### src/rtl/shift_pkg.sv
// rtl/shift_pkg.sv - shared constants for the shift command queue
// Purpose: ALU control encodings understood by barrelshifter32 and the
//          width of one packed command word {a, b, aluc, tag}.
// Ports:   none (package).
package shift_pkg;

  localparam logic [1:0] ALUC_SRA  = 2'b00;
  localparam logic [1:0] ALUC_SRL  = 2'b01;
  localparam logic [1:0] ALUC_SLL  = 2'b10;
  localparam logic [1:0] ALUC_SLL2 = 2'b11;

  // a (32) + b (5) + aluc (2); the caller tag is appended below it
  localparam int SHIFT_CMD_BASE_W = 32 + 5 + 2;

  function automatic int shift_cmd_w(input int tag_w);
    return SHIFT_CMD_BASE_W + tag_w;
  endfunction

endpackage

### src/rtl/barrelshifter32.sv
// rtl/barrelshifter32.sv - combinational 32-bit barrel shifter
// Purpose: shifts a by b according to aluc (SRA fills with a[31], SRL and
//          SLL fill with zero; b=0 passes a through).
// Ports:   a    in  32  operand
//          b    in  5   shift amount
//          aluc in  2   operation select
//          c    out 32  result
module barrelshifter32
  import shift_pkg::*;
(
  input  logic [31:0] a,
  input  logic [4:0]  b,
  input  logic [1:0]  aluc,
  output logic [31:0] c
);

  always_comb begin
    c = a;
    case (aluc)
      ALUC_SRA:  c = $unsigned($signed(a) >>> b);
      ALUC_SRL:  c = a >> b;
      ALUC_SLL:  c = a << b;
      ALUC_SLL2: c = a << b;
      default:   c = a;
    endcase
  end

endmodule

### src/rtl/shift_cmd_fifo.sv
// rtl/shift_cmd_fifo.sv - generic DEPTH x W synchronous FIFO
// Purpose: command storage for the shift queue; head is read combinationally.
// Ports:   clk   in   1                single clock
//          rst   in   1                synchronous active-high reset
//          push  in   1                write din (ignored when full)
//          pop   in   1                drop head (ignored when empty)
//          din   in   W                write data
//          dout  out  W                current head entry
//          count out  $clog2(DEPTH+1)  occupancy
//          full  out  1                count == DEPTH
//          empty out  1                count == 0
module shift_cmd_fifo #(
  parameter int DEPTH = 4,
  parameter int W     = 8
) (
  input  logic                       clk,
  input  logic                       rst,
  input  logic                       push,
  input  logic                       pop,
  input  logic [W-1:0]               din,
  output logic [W-1:0]               dout,
  output logic [$clog2(DEPTH+1)-1:0] count,
  output logic                       full,
  output logic                       empty
);

  localparam int PTR_W = $clog2(DEPTH);
  localparam int CNT_W = $clog2(DEPTH+1);

  logic [W-1:0]     r_mem [DEPTH];
  logic [PTR_W-1:0] r_wr_ptr;
  logic [PTR_W-1:0] r_rd_ptr;
  logic [CNT_W-1:0] r_count;

  logic w_do_push;
  logic w_do_pop;

  assign full      = (r_count == CNT_W'(DEPTH));
  assign empty     = (r_count == '0);
  // Full blocks a write even when a pop happens in the same cycle.
  assign w_do_push = push & ~full;
  assign w_do_pop  = pop & ~empty;

  assign dout  = r_mem[r_rd_ptr];
  assign count = r_count;

  // DEPTH is a power of two, so pointer overflow is the modulo wrap.
  always_ff @(posedge clk) begin
    if (rst) begin
      r_wr_ptr <= '0;
      r_rd_ptr <= '0;
      r_count  <= '0;
    end else begin
      if (w_do_push) r_wr_ptr <= r_wr_ptr + PTR_W'(1);
      if (w_do_pop)  r_rd_ptr <= r_rd_ptr + PTR_W'(1);
      case ({w_do_push, w_do_pop})
        2'b10:   r_count <= r_count + CNT_W'(1);
        2'b01:   r_count <= r_count - CNT_W'(1);
        default: r_count <= r_count;
      endcase
    end
  end

  // Storage needs no reset: reads are qualified by count.
  always_ff @(posedge clk) begin
    if (w_do_push) r_mem[r_wr_ptr] <= din;
  end

endmodule

### src/rtl/shift_cmd_queue.sv
// rtl/shift_cmd_queue.sv - buffered, back-pressurable issue stage for barrelshifter32
// Purpose: queues shift commands, shifts the FIFO head and holds the result
//          with its tag in a registered output stage.
// Config:  SHIFTQ_ZERO_FLAG_EN adds out_zero (result == 0), registered with out_c.
// Ports:   clk       in   1      single clock
//          rst       in   1      synchronous active-high reset
//          in_valid  in   1      command present
//          in_ready  out  1      queue can accept
//          in_a      in   32     operand
//          in_b      in   5      shift amount
//          in_aluc   in   2      00 SRA, 01 SRL, 1x SLL
//          in_tag    in   TAG_W  caller id
//          out_valid out  1      result register holds data
//          out_ready in   1      consumer takes result
//          out_c     out  32     shifted result
//          out_tag   out  TAG_W  tag of out_c
//          count     out  $clog2(DEPTH+1)  FIFO occupancy
//          out_zero  out  1      (SHIFTQ_ZERO_FLAG_EN only) out_c == 0
module shift_cmd_queue
  import shift_pkg::*;
#(
  parameter int DEPTH = 4,
  parameter int TAG_W = 4
) (
  input  logic                       clk,
  input  logic                       rst,
  input  logic                       in_valid,
  output logic                       in_ready,
  input  logic [31:0]                in_a,
  input  logic [4:0]                 in_b,
  input  logic [1:0]                 in_aluc,
  input  logic [TAG_W-1:0]           in_tag,
  output logic                       out_valid,
  input  logic                       out_ready,
  output logic [31:0]                out_c,
  output logic [TAG_W-1:0]           out_tag,
  output logic [$clog2(DEPTH+1)-1:0] count
`ifdef SHIFTQ_ZERO_FLAG_EN
  ,
  output logic                       out_zero
`endif
);

  localparam int CMD_W = shift_cmd_w(TAG_W);

  logic [CMD_W-1:0] w_din;
  logic [CMD_W-1:0] w_head;
  logic             w_full;
  logic             w_empty;
  logic             w_push;
  logic             w_load;

  logic [31:0]      w_head_a;
  logic [4:0]       w_head_b;
  logic [1:0]       w_head_aluc;
  logic [TAG_W-1:0] w_head_tag;
  logic [31:0]      w_shift_c;

  logic             r_out_valid;
  logic [31:0]      r_out_c;
  logic [TAG_W-1:0] r_out_tag;

  // Command word layout, MSB first: a, b, aluc, tag.
  assign w_din       = {in_a, in_b, in_aluc, in_tag};
  assign w_head_a    = w_head[CMD_W-1 -: 32];
  assign w_head_b    = w_head[TAG_W+6 -: 5];
  assign w_head_aluc = w_head[TAG_W+1 -: 2];
  assign w_head_tag  = w_head[TAG_W-1:0];

  assign in_ready = ~w_full;
  assign w_push   = in_valid & ~w_full;
  // Refill the output register whenever it is empty or being drained.
  assign w_load   = ~w_empty & (~r_out_valid | out_ready);

  shift_cmd_fifo #(
    .DEPTH (DEPTH),
    .W     (CMD_W)
  ) u_fifo (
    .clk   (clk),
    .rst   (rst),
    .push  (w_push),
    .pop   (w_load),
    .din   (w_din),
    .dout  (w_head),
    .count (count),
    .full  (w_full),
    .empty (w_empty)
  );

  barrelshifter32 u_shifter (
    .a    (w_head_a),
    .b    (w_head_b),
    .aluc (w_head_aluc),
    .c    (w_shift_c)
  );

  // Data and tag hold their last value after a drain; only valid drops.
  always_ff @(posedge clk) begin
    if (rst) begin
      r_out_valid <= 1'b0;
      r_out_c     <= '0;
      r_out_tag   <= '0;
    end else if (w_load) begin
      r_out_valid <= 1'b1;
      r_out_c     <= w_shift_c;
      r_out_tag   <= w_head_tag;
    end else if (out_ready) begin
      r_out_valid <= 1'b0;
    end
  end

  assign out_valid = r_out_valid;
  assign out_c     = r_out_c;
  assign out_tag   = r_out_tag;

`ifdef SHIFTQ_ZERO_FLAG_EN
  logic r_out_zero;

  always_ff @(posedge clk) begin
    if (rst) begin
      r_out_zero <= 1'b0;
    end else if (w_load) begin
      r_out_zero <= (w_shift_c == 32'h0);
    end
  end

  assign out_zero = r_out_zero;
`endif

endmodule

### config.mk
export PLATFORM = sky130hd
export DESIGN_NAME = shift_cmd_queue
export DESIGN_NICKNAME = d
export VERILOG_FILES = /design/src/rtl/shift_pkg.sv /design/src/rtl/barrelshifter32.sv /design/src/rtl/shift_cmd_fifo.sv /design/src/rtl/shift_cmd_queue.sv
export SDC_FILE = /design/constraint.sdc
export NUM_CORES = 1
export LEC_CHECK = 0
export CAP_MARGIN = 25
export CORE_ASPECT_RATIO = 1.4
export CORE_MARGIN = 1.5
export CORE_UTILIZATION = 33
export DETAILED_ROUTE_END_ITERATION = 6
export PLACE_DENSITY = 0.53
export SETUP_SLACK_MARGIN = 0.1
export SKIP_CTS_REPAIR_TIMING = 1
export SLEW_MARGIN = 20
export SYNTH_ARGS = -nofsm -noshare
export SYNTH_HDL_FRONTEND = slang
export SYNTH_SLANG_ARGS = --single-unit
### constraint.sdc
create_clock -name clk -period 2.5 [get_ports clk]
set_input_delay 0.25 -clock clk [delete_from_list [all_inputs] [get_ports clk]]
set_output_delay 0.25 -clock clk [all_outputs]
set_load 0.01 [all_outputs]
==> results of run 1 <==
-- metal layers --
metal / up-vias / track usage [%] / part of all wire, %
li1: 4289 / - / -
met1: 4655 / 25.3 / 40
met2: 271 / 37.4 / 50
met3: 99 / 2.46 / 3.8
met4: 0 / 12.8 / 6.5
met5: - / 0 / 0
-- synth_stat cells (all sizes together), types with 2 or more instances --
master / n
nor4: 2
a22oi: 8
a221o: 2
or2: 4
o2111ai: 5
o221ai: 9
a221oi: 4
a32oi: 2
nand4: 3
o22ai: 6
o211ai: 16
a211oi: 9
a22o: 2
clkbuf: 22
a2111oi: 3
nand2: 84
o21ai: 51
or3: 4
dfxtp: 46
nor3: 18
o221a: 3
nor2b: 2
and3: 8
and2: 6
nand3: 13
o21a: 2
nor2: 64
mux4: 48
nand2b: 5
buf: 50
edfxtp: 172
ha: 5
inv: 12
a31oi: 14
mux2: 62
xnor2: 2
o2bb2ai: 3
mux2i: 103
o31a: 3
xor2: 3
a311oi: 4
a32o: 2
a2bb2oi: 3
a21oi: 39
-- worst paths after layout --
path / to / start / depth (start not counted) / slack [ps]
worst max-delay path: out_c[14]$_SDFFE_PP0P_ / register / 9 / -470
worst min-delay path: u_fifo.r_mem[0][39]$_DFFE_PP_ / in_a[28] / 1 / 360
worst max register to register: out_c[14]$_SDFFE_PP0P_ / register / 9 / -470
worst min register to register: out_tag[3]$_SDFFE_PP0P_ / out_tag[3]$_SDFFE_PP0P_ / 2 / 450
-- kinds of logic after synthesis --
kind of cell | share of synthesized area [%]
AOI/OAI and AO/OA | 11.3
xor gates and xnor gates | 0.370
adders and majority gates | 0.697
buffers and inverters | 4.00
DFF | 51.4
muxes | 24.2
and+or+nand+nor | 8.05
-- power by group --
| part | leakage, nW | switching, mW | total (mW) | internal (mW) |
|---|---|---|---|---|
| clock | 0.358 | 1.43 | 3.32 | 1.89 |
| combinational | 3.77 | 8.77 | 17.0 | 8.25 |
| sequential | 1.96 | 0.256 | 4.79 | 4.53 |
| total | 6.08 | 10.5 | 25.1 | 14.7 |
-- metrics by stage --
| step | hold slack (ps) | util, % | TNS [ps] | instance area, sq um | instances |
|---|---|---|---|---|---|
| floorplan | 349 | - | -107 | 12000 | 941 |
| global placement | 441 | 42.4 | -10620 | 14900 | 1644 |
| detailed placement | 451 | 42.4 | -10740 | 14900 | 1644 |
| CTS | 331 | 44.5 | -11370 | 15600 | 1686 |
| global route | 357 | 46.7 | -13090 | 16400 | 1716 |
| finish | 356 | 46.7 | -10640 | 16400 | 1716 |
-- sequential cells by signal, summed over array words and instances, names as in the netlist, named ones only --
name,flops
u_fifo.r_rd_ptr,2
u_fifo.r_wr_ptr,2
u_fifo.r_mem,172
u_fifo.count,3
out_c,32
out_tag,4
out_valid,1
-- cell type report --
cell class                 count  area [sq um]  share of cell area, %
clock buffer                  30           632                   3.85
clock inverter                12          96.3                  0.587
inverter                      12          45.0                  0.274
multi-input combinational    639          5770                   35.1
sequential                   218          6090                   37.1
tap                          456           571                   3.47
timing repair buffer         349          3220                   19.6
==> results.py, run 1 <==
metrics = {
    "status": {
        "status": "finished with violations",
        "violations": "setup timing",
    },
    "clocking": {
        "htreeDepth": 1,
        "clockRootBuffer": "clkbuf_16",
        "cts_made_buffers": 23,
        "clkTransAtPathRegs_ps": 70,
        "clock_path_buffers": 3,
        "clkSinkCount": 218,
        "cts_tree": "built",
        "clk_latency_ps": 530,
    },
    "grt": {
        "grt_start_max_net_pins": 44,
        "antenna_found_initial": 0,
        "grt_pass1_wl_microns": 58700,
        "grt_pass1_vias": 9309,
        "overflow": 0,
        "grtUsageTotal_pct": 21.4,
    },
    "layout": {
        "area_delta_synth_final_pct": 38.6,
        "layout.nets": 1296,
        "antenna_cells": 0,
        "layout_common_cells": "224 x buf_4, 172 x edfxtp_1, 87 x clkdlybuf4s50_1",
        "final_layout_size_suffix_gt1_share_pct": 38.8,
        "layout_commonest_cell": "buf_4",
        "n_fill_cell": 3241,
    },
    "synth": {
        "yosys_most_used_dff": "edfxtp_1",
        "synth_area_leader_cell": "edfxtp_1",
        "synth_edf_count": 172,
        "syn_area_sq_mm": 0.0118,
        "synth_top_area_share_pct": 43.6,
        "ys_seq_area_share_pct": 51.4,
        "yosysUniqueCellTypes": 72,
        "syn_avg_cell_area_sq_um": 12.6,
        "synth_cells": 941,
        "async_flop_share_pct": 0,
        "ys_top_cells_by_area": "edfxtp_1 44%, mux4_2 9.1%, mux2i_1 8.4%, dfxtp_1 7.8%, mux2_2 5.0%",
        "synth_seq_cells": 218,
        "syn-num-nets": 994,
        "yosys_warnings": 0,
    },
    "timing": {
        "layout_setup_ws_ps": -469,
        "finalCriticalPeriod_ps": 2970,
        "timing.fmax_mhz": 337,
        "clock_skew_ps": 10.8,
        "max-slew-margin-rel_pct": 64.4,
        "rsz0062_at_grt": "true",
        "slew_violations": 0,
        "period_share_pct": 119,
        "hold_viol": 0,
        "worst_pin_slew_ps": 529,
        "setup_violations": 32,
    },
    "die": {
        "dieArea_sq_mm": 0.0371,
        "dieWidth_microns": 163,
        "core_area_sq_mm": 0.0352,
        "start_util_pct": 33.7,
        "fp-row-count": 81,
        "die_h_microns": 227,
        "ios": 88,
    },
    "worst_setup_path": {
        "startpoint_type": "register",
        "crit_buf_inv": 2,
        "worstPathRequired_ps": 2930,
        "cpMaxStageDelayCell": "mux4_4",
        "critPathTopFamily": "multiplexers",
        "end_kind": "register",
        "crit_path_max_incr_delay_ps": 800,
        "worstPathCellList": "mux4_4 > buf_6 > buf_8 > mux2_4 > mux2_4 > mux2_4 > mux2i_4 > a221oi_2 > a22o_1",
        "path_common_cell": "mux2_4",
        "worst-path-max-fanout": 7,
        "critical_path_class": "reg2reg",
        "worstPathArrival_ps": 3400,
    },
    "job": {
        "cap_violations": 0,
    },
    "routing": {
        "vias_per_cell": 5.43,
        "drt_wl_total_microns": 40300,
        "antenna_left": 0,
        "drt_iter0_drc": 594,
        "vias": 9314,
        "wl_per_cell_microns": 23.5,
        "drc": 0,
        "first_pass_iters": 7,
    },
    "place": {
        "dp_slack_ps": -443,
        "dp_hpwl_microns": 30600,
        "place_congestion": 0.982,
        "port_buffers": 87,
    },
    "pwr": {
        "p_leak_nw": 6.08,
        "p_per_area_mw_per_mm2": 1530,
        "total_power_mw": 25.1,
        "ir_worst_vdd_mv": 0.646,
    },
    "worst_hold_path": {
        "hold_class": "in2reg",
    },
}
(Power assumes the default switching activity.)
==> run 2: changes to the inputs <==
- CAP_MARGIN: 25 -> unset
- CTS_CLUSTER_SIZE: unset -> 30
==> results of run 2 <==
The final DEF is identical to that of run 1; final timing and power are the same.
